File: src/rtl/isa_io_pkg.sv
// Shared constants, FSM state type and window-decode helper for the ISA I/O front-end.
// Build option: define ISA_STROBE_FILTER_EN to add the 3-sample strobe majority filter.
package isa_io_pkg;

   localparam logic [15:0] SB_BASE_DEF  = 16'h0220;
   localparam logic [15:0] FM_BASE_DEF  = 16'h0388;
   localparam logic [15:0] JOY_ADDR_DEF = 16'h0201;
   localparam logic [15:0] MPU_BASE_DEF = 16'h0330;

   localparam int unsigned SB_SIZE  = 16;
   localparam int unsigned FM_SIZE  = 4;
   localparam int unsigned JOY_SIZE = 1;
   localparam int unsigned MPU_SIZE = 2;

   localparam int unsigned WDOG_W = 8;

`ifdef ISA_STROBE_FILTER_EN
   localparam bit STROBE_FILTER = 1'b1;
`else
   localparam bit STROBE_FILTER = 1'b0;
`endif

   typedef enum logic [2:0] {
      WAIT_IDLE,
      IDLE,
      WRITE,
      READ_CAP,
      READ_DRIVE
   } state_e;

   // Unsigned wrap makes addresses below the base fall outside the window too.
   function automatic logic in_window(input logic [15:0] addr,
                                      input logic [15:0] base,
                                      input int unsigned size);
      logic [15:0] off;
      off = addr - base;
      return off < 16'(size);
   endfunction

endpackage

File: src/rtl/isa_sync_edge.sv
// Two-flop synchroniser with optional majority filter (ISA_STROBE_FILTER_EN) and edge detect.
// FILTER selects whether this instance may use the filter when the build enables it.
module isa_sync_edge
   import isa_io_pkg::*;
#(
   parameter logic RST_VAL = 1'b0,
   parameter bit   FILTER  = 1'b1
) (
   input  logic clk_i,
   input  logic rst_i,
   input  logic d_i,
   output logic level_o,
   output logic rise_o,
   output logic fall_o
);

   logic s1_q, s2_q, prev_q, lvl;

   always_ff @(posedge clk_i or posedge rst_i) begin
      if (rst_i) begin
         s1_q <= RST_VAL;
         s2_q <= RST_VAL;
      end else begin
         s1_q <= d_i;
         s2_q <= s1_q;
      end
   end

   generate
      if (FILTER && STROBE_FILTER) begin : g_filt
         logic h1_q, h2_q, maj_q;
         always_ff @(posedge clk_i or posedge rst_i) begin
            if (rst_i) begin
               h1_q  <= RST_VAL;
               h2_q  <= RST_VAL;
               maj_q <= RST_VAL;
            end else begin
               h1_q  <= s2_q;
               h2_q  <= h1_q;
               maj_q <= (s2_q & h1_q) | (s2_q & h2_q) | (h1_q & h2_q);
            end
         end
         assign lvl = maj_q;
      end else begin : g_nofilt
         assign lvl = s2_q;
      end
   endgenerate

   always_ff @(posedge clk_i or posedge rst_i) begin
      if (rst_i) prev_q <= RST_VAL;
      else       prev_q <= lvl;
   end

   assign level_o = lvl;
   assign rise_o  = lvl & ~prev_q;
   assign fall_o  = ~lvl & prev_q;

endmodule

File: src/rtl/isa_io_frontend.sv
// ISA I/O slave front-end: strobe sync, address latch/decode, write/read strobes, bus drive.
// Build option: ISA_STROBE_FILTER_EN adds 2 cycles of strobe latency and rejects 1-cycle glitches.
module isa_io_frontend
   import isa_io_pkg::*;
#(
   parameter logic [15:0] SB_BASE        = SB_BASE_DEF,
   parameter logic [15:0] FM_BASE        = FM_BASE_DEF,
   parameter logic [15:0] JOY_ADDR       = JOY_ADDR_DEF,
   parameter logic [15:0] MPU_BASE       = MPU_BASE_DEF,
   parameter int unsigned TIMEOUT_CYCLES = 255
) (
   input  logic        clk,
   input  logic        reset,
   input  logic        isa_ior_n,
   input  logic        isa_iow_n,
   input  logic        isa_bale,
   input  logic        isa_aen,
   input  logic        isa_sbhe_n,
   input  logic [15:0] isa_sa,
   input  logic [15:0] isa_sd_in,
   output logic [15:0] isa_sd_out,
   output logic        isa_sd_oe,
   output logic        sd70_dir,
   output logic        sd158_dir,
   output logic [3:0]  io_address,
   output logic [7:0]  io_writedata,
   output logic        io_write,
   output logic        io_read,
   input  logic [7:0]  io_readdata,
   output logic        sb_cs,
   output logic        fm_cs,
   output logic        joy_cs,
   output logic        mpu_cs,
   output logic        cycle_abort
);

   localparam logic [WDOG_W-1:0] TMO = WDOG_W'(TIMEOUT_CYCLES);

   logic ior_lvl, ior_rise, ior_fall;
   logic iow_lvl, iow_rise, iow_fall;
   logic bale_lvl, bale_rise, bale_fall;
   logic aen_lvl, aen_rise, aen_fall;

   // Strobes reset to "asserted" so a reset never fabricates an idle bus or a false falling edge.
   isa_sync_edge #(.RST_VAL(1'b0), .FILTER(1'b1)) u_ior (
      .clk_i(clk), .rst_i(reset), .d_i(isa_ior_n),
      .level_o(ior_lvl), .rise_o(ior_rise), .fall_o(ior_fall));
   isa_sync_edge #(.RST_VAL(1'b0), .FILTER(1'b1)) u_iow (
      .clk_i(clk), .rst_i(reset), .d_i(isa_iow_n),
      .level_o(iow_lvl), .rise_o(iow_rise), .fall_o(iow_fall));
   isa_sync_edge #(.RST_VAL(1'b0), .FILTER(1'b1)) u_bale (
      .clk_i(clk), .rst_i(reset), .d_i(isa_bale),
      .level_o(bale_lvl), .rise_o(bale_rise), .fall_o(bale_fall));
   isa_sync_edge #(.RST_VAL(1'b1), .FILTER(1'b0)) u_aen (
      .clk_i(clk), .rst_i(reset), .d_i(isa_aen),
      .level_o(aen_lvl), .rise_o(aen_rise), .fall_o(aen_fall));

   logic unused_sync;
   assign unused_sync = ^{bale_lvl, bale_rise, aen_rise, aen_fall};

   logic [15:0] sa_q, sd_q, addr_q;
   logic        sbhe_n_q;

   always_ff @(posedge clk or posedge reset) begin
      if (reset) begin
         sa_q     <= '0;
         sd_q     <= '0;
         sbhe_n_q <= 1'b1;
         addr_q   <= '0;
      end else begin
         sa_q     <= isa_sa;
         sd_q     <= isa_sd_in;
         sbhe_n_q <= isa_sbhe_n;
         if (bale_fall) addr_q <= sa_q;
      end
   end

   state_e state_q, state_d;
   logic [3:0] cs_q, cs_hit;
   logic       cs_any;

   assign cs_hit = {in_window(addr_q, SB_BASE, SB_SIZE),
                    in_window(addr_q, FM_BASE, FM_SIZE),
                    in_window(addr_q, JOY_ADDR, JOY_SIZE),
                    in_window(addr_q, MPU_BASE, MPU_SIZE)} & {4{~aen_lvl}};
   assign cs_any = |cs_q;

   // CS only tracks the latch while idle, so a BALE mid-cycle cannot retarget the cycle.
   always_ff @(posedge clk or posedge reset) begin
      if (reset)                cs_q <= '0;
      else if (state_q == IDLE) cs_q <= cs_hit;
   end

   assign {sb_cs, fm_cs, joy_cs, mpu_cs} = cs_q;

   logic [WDOG_W-1:0] cnt_q, cnt_d;
   logic [15:0] cap_data_q, cap_data_d, sd_out_q, sd_out_d;
   logic        cap_sbhe_q, cap_sbhe_d;
   logic [7:0]  wdata_q, wdata_d;
   logic [3:0]  addr_out_q, addr_out_d;
   logic        write_q, write_d, read_q, read_d, abort_q, abort_d;
   logic        active;

   always_comb begin
      state_d    = state_q;
      cnt_d      = cnt_q;
      cap_data_d = cap_data_q;
      cap_sbhe_d = cap_sbhe_q;
      sd_out_d   = sd_out_q;
      wdata_d    = wdata_q;
      addr_out_d = addr_out_q;
      write_d    = 1'b0;
      read_d     = 1'b0;
      abort_d    = 1'b0;
      active     = (state_q inside {WRITE, READ_CAP, READ_DRIVE});

      if (active) cnt_d = cnt_q + WDOG_W'(1);

      if (!ior_lvl && !iow_lvl && state_q != WAIT_IDLE) begin
         abort_d = 1'b1;
         state_d = WAIT_IDLE;
      end else if (active && cnt_q == TMO) begin
         abort_d = 1'b1;
         state_d = WAIT_IDLE;
      end else begin
         unique case (state_q)
            WAIT_IDLE: begin
               if (ior_lvl && iow_lvl) state_d = IDLE;
            end
            IDLE: begin
               if (cs_any && !aen_lvl) begin
                  if (iow_fall) begin
                     state_d = WRITE;
                     cnt_d   = '0;
                  end else if (ior_fall) begin
                     state_d    = READ_CAP;
                     cnt_d      = '0;
                     read_d     = 1'b1;
                     addr_out_d = addr_q[3:0];
                  end
               end
            end
            WRITE: begin
               cap_data_d = sd_q;
               cap_sbhe_d = sbhe_n_q;
               if (iow_rise) begin
                  write_d    = 1'b1;
                  addr_out_d = addr_q[3:0];
                  wdata_d    = (!cap_sbhe_q && addr_q[0]) ? cap_data_q[15:8] : cap_data_q[7:0];
                  state_d    = IDLE;
               end
            end
            READ_CAP: begin
               if (cnt_q == WDOG_W'(1)) begin
                  sd_out_d = {io_readdata, io_readdata};
                  cnt_d    = '0;
                  state_d  = READ_DRIVE;
               end
            end
            READ_DRIVE: begin
               if (ior_rise) state_d = IDLE;
            end
            default: state_d = WAIT_IDLE;
         endcase
      end
   end

   always_ff @(posedge clk or posedge reset) begin
      if (reset) begin
         state_q    <= WAIT_IDLE;
         cnt_q      <= '0;
         cap_data_q <= '0;
         cap_sbhe_q <= 1'b1;
         sd_out_q   <= '0;
         wdata_q    <= '0;
         addr_out_q <= '0;
         write_q    <= 1'b0;
         read_q     <= 1'b0;
         abort_q    <= 1'b0;
      end else begin
         state_q    <= state_d;
         cnt_q      <= cnt_d;
         cap_data_q <= cap_data_d;
         cap_sbhe_q <= cap_sbhe_d;
         sd_out_q   <= sd_out_d;
         wdata_q    <= wdata_d;
         addr_out_q <= addr_out_d;
         write_q    <= write_d;
         read_q     <= read_d;
         abort_q    <= abort_d;
      end
   end

   // Drive is released combinationally in the cycle the synced IOR rise is seen.
   assign isa_sd_oe    = (state_q == READ_DRIVE) && !ior_rise;
   assign sd70_dir     = ~isa_sd_oe;
   assign sd158_dir    = ~isa_sd_oe;
   assign isa_sd_out   = sd_out_q;
   assign io_address   = addr_out_q;
   assign io_writedata = wdata_q;
   assign io_write     = write_q;
   assign io_read      = read_q;
   assign cycle_abort  = abort_q;

endmodule
File: config.mk
export PLATFORM = sky130hd
export DESIGN_NAME = isa_io_frontend
export DESIGN_NICKNAME = d
export VERILOG_FILES = /design/src/rtl/isa_io_pkg.sv /design/src/rtl/isa_sync_edge.sv /design/src/rtl/isa_io_frontend.sv
export SDC_FILE = /design/constraint.sdc
export NUM_CORES = 1
export LEC_CHECK = 0
export CORE_MARGIN = 4
export CORE_UTILIZATION = 40
export DETAILED_ROUTE_END_ITERATION = 10
export GPL_ROUTABILITY_DRIVEN = 1
export HOLD_SLACK_MARGIN = 0.02
export PLACE_DENSITY = 0.66
export SLEW_MARGIN = 20
export SYNTH_ARGS = -nofsm -noshare
export SYNTH_HDL_FRONTEND = slang
export SYNTH_SLANG_ARGS = --single-unit
File: constraint.sdc
create_clock -name clk -period 4.9 [get_ports clk]
set_clock_uncertainty 0.05 [all_clocks]
set_input_delay 0.735 -clock clk [delete_from_list [all_inputs] [get_ports clk]]
set_output_delay 0.735 -clock clk [all_outputs]
set_load 0.01 [all_outputs]
### Yosys cells after proc, flatten, opt, wreduce, memory -nomap -nowiden

Index checks and enable logic that the tools add are counted.
W data, S select, Z words.

* $add $sub $neg: 5
* order comparisons: 4
* eq/ne operators: 16
* muxes and demuxes: 36
* bitwise logic cells: 15
* reductions and logical operators: 22

Operators by type and width (count)
* $mux W8: 8
* $sub A16 B10 Y16 const B: 4
* $mux W3: 9
* $lt A16 B1 Y1 const B: 1
* $lt A16 B2 Y1 const B: 1
* $lt A16 B3 Y1 const B: 1
* $lt A16 B5 Y1 const B: 1
* $mux W4: 4
* $pmux W8 S2: 1
* $pmux W3 S5: 1
* $mux W1: 12
* $not A1 Y1: 9
* $add A8 B1 Y8 const B: 1
* $eq A8 B1 Y1 const B: 1
* $eq A8 B8 Y1 const B: 1
* $ne A4 B1 Y1 const B: 2
* $ne A4 B2 Y1 const B: 2
* $pmux W4 S2: 1
* $reduce_and A4 Y1: 2
* $logic_and A1 B1 Y1: 7
* $reduce_and A7 Y1: 1
* $eq A3 B2 Y1 const B: 2
* $ne A2 B2 Y1 const B: 3
* $reduce_and A6 Y1: 1
* other kinds (13): 22

* flip-flop bits (word level): 123
* input port bits: 47
* output and inout bits: 38
* word-level logic and storage cells: 124

### Logic depth before layout (Yosys ltp)

* depth after elaboration: 9
* depth in mapped cells: 8
* depth with buffers taken out: 7

### Modules after synthesis

A second synthesis with hierarchy kept.

* cell total of the unflattened synthesis: 409
* area total of the unflattened synthesis: 4941.0 sq um

By module, submodules not included
* isa_io_frontend: times used 1, cells each 385, area an instance 4561.9 sq um, sequential area each 2605.0 sq um
* isa_sync_edge at u_bale ...: times used 3, cells each 6, area an instance 93.8 sq um, sequential area each 75.1 sq um
* isa_sync_edge at u_aen: times used 1, cells each 6, area an instance 97.6 sq um, sequential area each 78.8 sq um

### Worst setup path after synthesis

OpenSTA, ideal clock, no wires.

* path kind: flip-flop to flip-flop
* from: register state_q[2]
* to: register sd_out_q[10], in the netlist isa_sd_out[10]
* setup time: 0.125 ns
* arrival: 1.954 ns
* path slack: 2.771 ns
* stages on the path, launching flop included: 8
* buffers on the path: 1
* period minus slack after synthesis: 2.129 ns
* cell sequence: dfrtp_1 -> buf_6 -> nor3b_4 -> o21ai_0 -> inv_2 -> nor4_4 -> nand3b_4 -> mux2_4

* word-level cells in the longest chain between the ends: 5
* elaborated cells between the ends (all ways): 10
* classes of those cells: eq/ne: 3; bitwise: 2; reduce/logical: 5

Ends and longest elaborated chain
* from (decl): RTL line isa_io_frontend.sv:78 `state_e state_q, state_d;`
* from (signal assigned): RTL line isa_io_frontend.sv:181 `state_q <= state_d;`
* $eq A3 B2 Y1 (tied with other cells): RTL line isa_io_frontend.sv:115 `active = (state_q inside {WRITE, READ_CAP, READ_DRIVE});`
* $reduce_bool A3 Y1: RTL line isa_io_frontend.sv:115
* $logic_and A1 B1 Y1: RTL line isa_io_frontend.sv:122 `end else if (active && cnt_q == TMO) begin`
* $not A1 Y1 (no source line)
* $reduce_and A4 Y1 (no source line) (*)
* to (signal assigned): RTL line isa_io_frontend.sv:185 `sd_out_q <= sd_out_d;`
* to (decl): RTL line isa_io_frontend.sv:97 `logic [15:0] cap_data_q, cap_data_d, sd_out_q, sd_out_d;`

Every way passes the cells marked *; elsewhere a longest branch is shown, timed or not.
A chain may end at the register's enable or synchronous reset.

### Worst setup path after layout

* from: register state_q[2]
* to: output port isa_sd_oe

* word-level cells in the longest chain between the ends: 2

Ends and longest elaborated chain
* $eq A3 B3 Y1: RTL line isa_io_frontend.sv:195 `assign isa_sd_oe = (state_q == READ_DRIVE) && !ior_rise;`
* $logic_and A1 B1 Y1: RTL line isa_io_frontend.sv:195
* to (decl): RTL line isa_io_frontend.sv:22 `output logic isa_sd_oe,`

No other way between the ends.

==> flow_metrics.tcl <==
set metrics [dict create \
    drive_above_1_share_pct 17.6 \
    portBuffers 84 \
    hold_depth 0 \
    gr-total-overflow 0 \
    clkTransAtPathRegs_ns 0.05 \
    comb_power_share_pct 10.0 \
    wl_um 10500 \
    p_sw_share_pct 23.6 \
    clkSinkCount 115 \
    cp_num_cells 4 \
    antenna_found_initial 0 \
    cts_hold_buf 0 \
    hold_slack_ns 0.301 \
    slowest_stage "clkdlybuf4s50_1" \
    max_slew_margin_pct 39.6 \
    slew_viol_final 0 \
    finalSetupViolCount 0 \
    htree_levels 4 \
    vias 3309 \
    synthDistinctLibCells 61 \
    area_growth_pct 29.7 \
    ys_seq_area_share_pct 57.5 \
    outcome "completed" \
    cts_tree "yes" \
    met1_usage_pct 20.9 \
    ff_latch_area_um2 2880 \
    cts_buffer_depth 2 \
    p_leak_nw 2.85 \
    ys_warn_count 0 \
    fp.dieW_um 120 \
    met2_usage_pct 24.4 \
    clock_latency_ns 0.41 \
    synthArstFlopShare_pct 100 \
    cp_data_required_time_ns 4.12 \
    vias_per_cell 5.00 \
    core_um2 12100 \
    num_antenna_cells 0 \
    start_util_pct 41.4 \
    cp_top_family "buffers and inverters" \
    cp.buffers_inverters 2 \
    syn_inst 403 \
    drc 0 \
    synth_nets 456 \
    ys_ff_latch 115 \
    die_area_um2 14400 \
    yosys.area.top_type_share_pct 55.4 \
    ios 85 \
    drt-pass1-iter-count 4 \
    syn_avg_cell_area_um2 12.4 \
    max_stage_delay_ns 0.55 \
    worstSetupPathType "register to primary output" \
    r2r_slack_ns 2.29 \
    post_cts_buffers 0 \
    yosys.area.top_type "dfrtp_1" \
    gp_routability_congestion 0.916 \
    pwr_density_cell_nw_per_um2 390 \
    hpwl_um 7420 \
    synth-main-ff-cell "dfrtp_1" \
    ant_nets 0 \
    grt_pass1_vias 3505 \
    maxCapViolations 0 \
    hp-class "register to register" \
    p_seq_share_pct 42.1 \
    rows 40 \
    path_cells "nor3b_4 -> o21ai_0 -> inv_2 -> clkdlybuf4s50_1" \
    end_kind "primary output" \
    top_usage_layer "met2" \
    post_cts_resized 0 \
    hold_viol_final 0 \
    gr-usage-all-layers_pct 15.8 \
    die_height_um 120 \
    synth.area.top_cells "dfrtp_1 55%, mux2_4 5.4%, mux2_2 4.9%" \
    ir_worst_vdd_uv 234 \
    grt_pass1_wl_um 17700 \
    cp_max_fo 10 \
    use_met3_pct 4.24 \
    power.internal_mw 1.94 \
    wl_per_cell_um 15.8 \
    grt_max_degree 50 \
    cts_made_buffers 17 \
    start_kind "register" \
    pwr-share-clk_pct 47.9 \
    finalCriticalPeriod_ns 2.98 \
    max_freq_mhz 335 \
    tns_ns 0 \
    cp_data_arrival_time_ns 2.20 \
    nets 534 \
    fin_crit_sh_pct 60.9 \
    multi_input_area_um2 1900 \
    rsz0062_at_grt "no" \
    worst_pin_slew_ns 0.907 \
    synth-edff-count 0 \
    reg2reg_depth 5 \
    fillCellCount 1075 \
    first_iter_violations 278 \
    netlist_area_um2 5010 \
    cts_root_buffer "clkbuf_16" \
    p_sw_mw 0.597 \
]
[per-layer routing]
layer / vias up / wire (µm)
met4: 0 / 148
li1: 1586 / -
met5: - / 0
met2: 94 / 4990
met1: 1620 / 4870
met3: 9 / 474
[cell type report]
cell class,instances,share of cell area [%]
Clock buffer,23,7.05
Multi-Input combinational cell,247,29.2
Sequential cell,115,44.4
Tap cell,168,3.24
Timing Repair Buffer,88,13.4
Inverter,12,0.732
Clock inverter,9,2.04
[power groups by stage]
stage / combinational, mW / clock, mW / sequential (mW)
after detailed placement: 0.254 / 0 / 1.08
final: 0.254 / 1.21 / 1.07
after floorplan: 0.194 / 0 / 1.04
after global placement: 0.250 / 0 / 1.08
after global routing: 0.281 / 1.29 / 1.07
after CTS: 0.255 / 1.25 / 1.06
[cells by family (layout without fill, tap and decap cells)]
group / after synthesis / after routing / synth area share (%)
compound gates: 67 / 67 / 9.47
xor+xnor: 13 / 13 / 2.27
fa+ha+maj: 6 / 6 / 1.50
buf+inv: 41 / 132 / 4.62
flops: 115 / 115 / 57.5
mux: 49 / 49 / 12.1
simple gates: 112 / 112 / 12.5
[cell usage in the layout (no fill, tap or decap), types with 3 or more instances in the layout]
master           instances
o31ai_1                  3
inv_1                   10
dfrtp_1                111
nand2_1                 30
nor3_1                   8
xor2_1                   8
nand2b_1                 4
nand3_1                  6
nor2_1                  24
nor2b_1                  4
xnor2_1                  5
bufinv_16                3
a211oi_1                 4
or3_1                    4
nor4b_1                  4
clkdlybuf4s50_1         84
ha_1                     6
mux2_2                  22
mux2_4                  18
clkbuf_1                 5
o21ai_0                 22
buf_4                    4
a21oi_1                 10
clkbuf_16               17
nand4_1                  7
dfstp_2                  4
nor4_1                   7
nand4b_1                 3
mux2i_1                  9
[synthesized netlist by cell type, drive strengths merged, types with 2 or more instances]
library cell and instances:
a311oi 2, o2111ai 2, nor4 8, a2111oi 2, buf 20, xnor2 5
o21a 2, and3 2, nand3 6, clkbuf 9, xor2 8, o21ai 24
nand4 7, or3 4, nor2 24, nor4b 4, nor2b 5, o31ai 3
a21oi 10, nand4b 3, o41ai 2, a211oi 5, nand2 30, ha 6
dfrtp 111, inv 12, nand2b 4, nor3 9, dfstp 4, o211ai 3
a32oi 2, nand3b 2, mux2i 9, a21o 2, mux2 40
[final timing paths]
kind,startpoint,end
max,state_q[2]$_DFFE_PP0P_,isa_sd_oe
max in group asynchronous,reset,cap_data_q[5]$_DFFE_PP0P_
min reg2reg,u_bale.s1_q$_DFF_PP0_,u_bale.level_o$_DFF_PP0_
min,u_bale.s1_q$_DFF_PP0_,u_bale.level_o$_DFF_PP0_
max reg2reg,state_q[2]$_DFFE_PP0P_,cap_data_q[14]$_DFFE_PP0P_
min in group asynchronous,reset,sa_q[9]$_DFF_PP0_
[through the flow]
| step | setup slack [ns] | total power, mW | instance area, µm² | cells | util, % |
|---|---|---|---|---|---|
| 6_report | 1.92 | 2.53 | 6500 | 662 | 53.6 |
| 4_1_cts | 1.88 | 2.57 | 6500 | 662 | 53.6 |
| 5_1_grt | 1.74 | 2.65 | 6500 | 662 | 53.6 |
| 3_3_place_gp | 2.34 | 1.33 | 5910 | 630 | 48.8 |
| 3_5_place_dp | 2.29 | 1.33 | 5910 | 630 | 48.8 |
| 2_1_floorplan | 1.08 | 1.23 | 5010 | 403 | - |
[state kept, by name (all words and copies together) (netlist names), 3 cells and up]
register	cells
addr_q	16
cap_data_q	16
cnt_q	8
cs_q	4
io_address	4
io_writedata	8
isa_sd_out	8
sa_q	16
sd_q	16
state_q	3
Note: power is estimated with default switching activity, not from simulation.
==> patch 1: new RTL, same settings <==
Put a register stage on the outputs `sd70_dir` and `sd158_dir`, with the module's reset. The values now appear one clock later. The other outputs are not delayed to match.
--- a/src/rtl/isa_io_frontend.sv
+++ b/src/rtl/isa_io_frontend.sv
@@ -195,4 +195,11 @@
    assign isa_sd_oe    = (state_q == READ_DRIVE) && !ior_rise;
-   assign sd70_dir     = ~isa_sd_oe;
-   assign sd158_dir    = ~isa_sd_oe;
+   always_ff @(posedge clk or posedge reset) begin
+      if (reset) begin
+         sd70_dir  <= '0;
+         sd158_dir <= '0;
+      end else begin
+         sd70_dir  <= ~isa_sd_oe;
+         sd158_dir <= ~isa_sd_oe;
+      end
+   end
    assign isa_sd_out   = sd_out_q;
Formal check against the unedited RTL: not equivalent (a bounded check fails within 4 cycles, from zero or initial values and one cycle with reset high).
==> patch 1 against the original RTL <==
First-iteration DRC count is 15% lower. Count of clock-buffer cells in the layout is 3 lower. Worst setup slack worse by 0.016 ns. Sequential cell count is 1 higher. Sequential share of layout area is 1.5 points higher. Utilization is 0.67 points higher. Global-route usage is 0.72 points lower. Wire length is 4.7% lower. Area after synthesis is 3.0% lower. Critical path type unchanged. Highest routed layer unchanged. Design area is 2.5% lower.
Power is not compared: it rests on default switching activity, and its combinational part moved more than twofold at a synthesized area within 25%.
==> patch 1: results (changes against the original RTL) <==
| Metric | Value |
|---|---|
| Fillers | 986 (-8.3%) |
| GRT Overall Usage | 15.1% (-0.72 points) |
| Clk slew on worst S/H paths | 0.05 ns (about the same) |
| Routed WL | 9990 um (-4.7%) |
| Crit path max fanout | 9 (-1) |
| Top cells by area, synth | dfrtp_1, mux2_2, mux2_4 |
| Post-CTS Setup Repair Bufs | 0 (unchanged) |
| Most frequent cells after synthesis | dfrtp_1, mux2_2, nand2_1 |
| Post-CTS sizing | 0 (unchanged) |
| Vias in the first global route | 3402 (-2.9%) |
| Cells after DPL | 586 (-7.0%) |
| Initial antenna violation count | 0 (unchanged) |
| Syn nets | 436 (-4.4%) |
| Synth unique cells | 49 (-20%) |
| First-pass GRT wire length | 16900 um (-4.5%) |
| VDD IR max | 0.000221 V |
| Input/output buffers | 84 (unchanged) |
| Status | finished, final reports clean |
| Met1 Wirelength | 4150 um (-15%) |
| Routability cong. | 0.841 (-8.1%) |
| DR vias/cell | 5.17 (+3.5%) |
| CTS Buf Count | 17 (unchanged) |
| Highest routed layer | met4 |
| Total Nets Final | 515 (-3.6%) |
| Share of layout cells above drive strength 1 | 21.3% (+3.7 points) |
| FFs w/ async S/R, synth | 100% (unchanged) |
| Top FF cell, synth | dfrtp_1 |
| Pre-CTS setup slack | 2.07 ns (-0.215 ns) |
| Layout Cells excl Fill | 618 (-6.6%) |
| Min-delay worst type | flip-flop to flip-flop |
| Starting DRT DRC Count | 237 (-15%) |
| WL met2 | 5250 um (+5.2%) |
| Met3 Wirelength | 504 um (+6.3%) |
| DPL Wire Length | 6820 um (-8.1%) |
| Clock Tree Root | clkbuf_16 |
| Lkg Pwr | 2.70 nW |
| N_diodes | 0 (unchanged) |
| Pin count of the biggest net entering global routing | 87 (+74%) |
| Avg Cell Area, Syn | 12.7 um^2 (+2.0%) |
| Slew @ Worst Pin | 0.864 ns (-0.0424 ns) |
| Post-synthesis sequential area ratio | 59.9% (+2.3 points) |
| Crit path DAT | 2.21 ns |
patch 1: cell count changes after synthesis, moves of 3 or more:
cell	change
mux2_2	+27
mux2_4	-10
mux2i_1	-8
nand2_1	-7
o21ai_0	-6
nor2_1	-5
a21boi_0	+4
nor4b_1	-4
buf_2	-3
nand4_1	-3
nand4b_1	-3
patch 1: kinds of logic after synthesis:
group | after synthesis | share of synthesized area, %
flip-flops | 116 | 59.9
AO/OA/AOI/OAI | 54 | 7.19
XOR/XNOR | 15 | 2.70
buffers and inverters | 37 | 3.92
multiplexers | 58 | 14.0
adder cells (fa/ha/maj) | 6 | 1.55
AND/OR/NAND/NOR | 97 | 10.7
patch 1: per-layer routing:
layer  vias up  global-route usage (%)
met2        89                    25.2
met1      1595                    18.6
li1       1508                       -
met5         -                       0
met3         4                    4.20
met4         0                    5.79
patch 1: critical path, cell delays in order, from the launching register on:
cell	delay [ns]
dfrtp_1	0.47
or3b_2	0.49
o21bai_1	0.21
inv_1	0.11
clkdlybuf4s50_1	0.54
patch 1: area by class of cell:
class / count / area, um^2 / area share [%]
clock buffers: 20 / 457 / 7.21
clock inverters: 12 / 130 / 2.05
inverters: 11 / 46.3 / 0.731
multi-input cells: 230 / 1760 / 27.8
flip-flops and latches: 116 / 2910 / 45.9
well taps: 143 / 179 / 2.82
repair buffers: 86 / 856 / 13.5
patch 1: through the flow:
stage	util [%]	hold WS (ns)	instance area, um^2	power [W]
floorplan	-	0.281	4860	0.00198
global placement	49.3	0.284	5750	0.00232
detailed placement	49.3	0.290	5750	0.00236
CTS	54.3	0.302	6330	0.00357
global route	54.3	0.311	6330	0.00373
finish	54.3	0.306	6330	0.00354
patch 1: power groups by stage:
stage	clock, W	sequential (W)	combinational, W
after floorplan	0	0.00135	0.000627
after global placement	0	0.00138	0.000938
after detailed placement	0	0.00139	0.000967
after CTS	0.00122	0.00138	0.000977
after global routing	0.00126	0.00141	0.00105
final	0.00119	0.00138	0.000964
patch 1: worst paths after layout:
check,start,to,cells after the start,slack (ns)
max reg2reg,cnt_q[2]$_DFF_PP0_,io_writedata[1]$_DFFE_PP0P_,5,2.04
min reg2reg,u_aen.s1_q$_DFF_PP1_,u_aen.level_o$_DFF_PP1_,0,0.31
max,state_q[2]$_DFFE_PP0P_,isa_sd_oe,4,1.90
min,u_aen.s1_q$_DFF_PP1_,u_aen.level_o$_DFF_PP1_,0,0.31
min in group asynchronous,reset,cnt_q[0]$_DFF_PP0_,2,0.80
max in group asynchronous,reset,sbhe_n_q$_DFF_PP1_,3,3.07
==> patch 2: new RTL, config.mk and constraints unchanged <==
Made on the original files. `WDOG_W`: 8 -> 12.
--- a/src/rtl/isa_io_pkg.sv
+++ b/src/rtl/isa_io_pkg.sv
@@ -14,3 +14,3 @@
 
-   localparam int unsigned WDOG_W = 8;
+   localparam int unsigned WDOG_W = 12;
 
Check against the original RTL: same outputs for any inputs over 10 cycles, from zero or initial values and one cycle with reset high; that may be too few to reach the edited logic, so the function may still have changed.
==> patch 2 against the original RTL <==
Cell count grew 3.3%. Critical path type unchanged. Design area is 0.94% higher. Worst setup slack worse by 0.063 ns. Sequential cell count increased by 4. Largest cell class unchanged. Area after synthesis rose by 1.2%. Total power is 0.45% lower. Count of clock-buffer cells in the layout is the same. Utilization up 0.062 points. Critical endpoint unchanged. Wire length up 0.80%.
==> patch 2: results (changes against the original RTL) <==
| Metric | Value |
|---|---|
| Status | finished, final reports clean |
| Reg2reg setup slack | 2.06 ns (-0.23 ns) |
| Routed WL per cell | 15.4 um (-2.4%) |
| Sequential power | 0.00110 W |
| VDD IR max | 0.000295 V (+26%) |
| Slew @ Worst Pin | 1.07 ns (+0.166 ns) |
| Layout Cells excl Fill | 684 (+3.3%) |
| Pre-CTS setup slack | 2.05 ns (-0.241 ns) |
| Most frequent cells after synthesis | dfrtp_1, mux2_2, nand2_1 |
| Total Nets Final | 556 (+4.1%) |
| Fillers | 1103 (+2.6%) |
| Mux cell area share after synthesis | 11.1% (-1.0 points) |
| Post-Route Utilization | 53.7% (+0.062 points) |
| Worst Hold End | u_iow.level_o$_DFF_PP0_ |
| First-pass GRT wire length | 17800 um (+0.54%) |
| Flop pwr share | 43.6% (+1.5 points) |
| Post-synthesis sequential area ratio | 58.8% (+1.3 points) |
| Crit path DAT | 2.26 ns (+0.06 ns) |
| DR vias/cell | 5.06 (+1.1%) |
| Share of layout cells above drive strength 1 | 17.2% (-0.36 points) |
| Syn nets | 478 (+4.8%) |
| Max Clk Rate | 328 MHz (-2.1%) |
| GRT Overall Usage | 15.7% (-0.069 points) |
| Vias in the first global route | 3487 (-0.51%) |
| WHS | 0.293 ns (-0.00758 ns) |
| R2r worst-path depth | 4 (-1) |
| Compound-Gate Fraction of Synth Area | 8.49% (-0.98 points) |
| Pin count of the biggest net entering global routing | 93 (+86%) |
| DP Area | 5990 um^2 (+1.4%) |
| Routability cong. | 0.896 (-2.1%) |
| Cells after DPL | 652 (+3.5%) |
| Post-synthesis xor/xnor area fraction | 2.42% (+0.15 points) |
| Synth unique cells | 56 (-8.2%) |
| Adder-cell share of the synthesized area | 1.48% (-0.018 points) |
| Starting DRT DRC Count | 204 (-27%) |
| Input/output buffers | 84 (unchanged) |
| CTS Buf Count | 17 (unchanged) |
| Hold Crit Start | u_iow.s1_q$_DFF_PP0_ |
| Synth warnings | 0 (unchanged) |
| Crit path max fanout | 13 (+3) |
| DPL Wire Length | 7470 um (+0.63%) |
| Top cells by area, synth | dfrtp_1, mux2_2, nand2_1 |
| Post-Synthesis Cells | 425 (+5.5%) |
| Logic pwr share | 9.5% (-0.5 points) |
| Switching share of total power | 23.7% (+0.12 points) |
| Lkg Pwr | 2.82 nW (-1.0%) |
==> patch 2: layer usage <==
metal	track usage [%]	part of all wire (%)
met1	21.6	45
met2	22.6	48
met3	5.57	5.9
met4	6.37	1.4
met5	0	0
==> patch 2: logic make-up after synthesis <==
group / count (synthesis)
XOR/XNOR: 14
multiplexers: 51
flip-flops: 119
adder cells (fa/ha/maj): 6
AND/OR/NAND/NOR: 130
buffers and inverters: 43
AO/OA/AOI/OAI: 62
==> patch 2: area by class of cell <==
class                           count  share of cell area (%)
Sequential cell                   119                    45.5
Multi-Input combinational cell    263                    28.5
Timing Repair Buffer               87                    13.2
Clock buffer                       23                    7.13
Tap cell                          168                    3.20
Clock inverter                      9                    1.55
Inverter                           15                   0.935
==> patch 2: worst max-delay path: stages, from the launching register on <==
cell             delay [ns]
dfrtp_1                0.54
or3b_4                 0.46
a21oi_1                0.25
clkdlybuf4s50_1        0.60
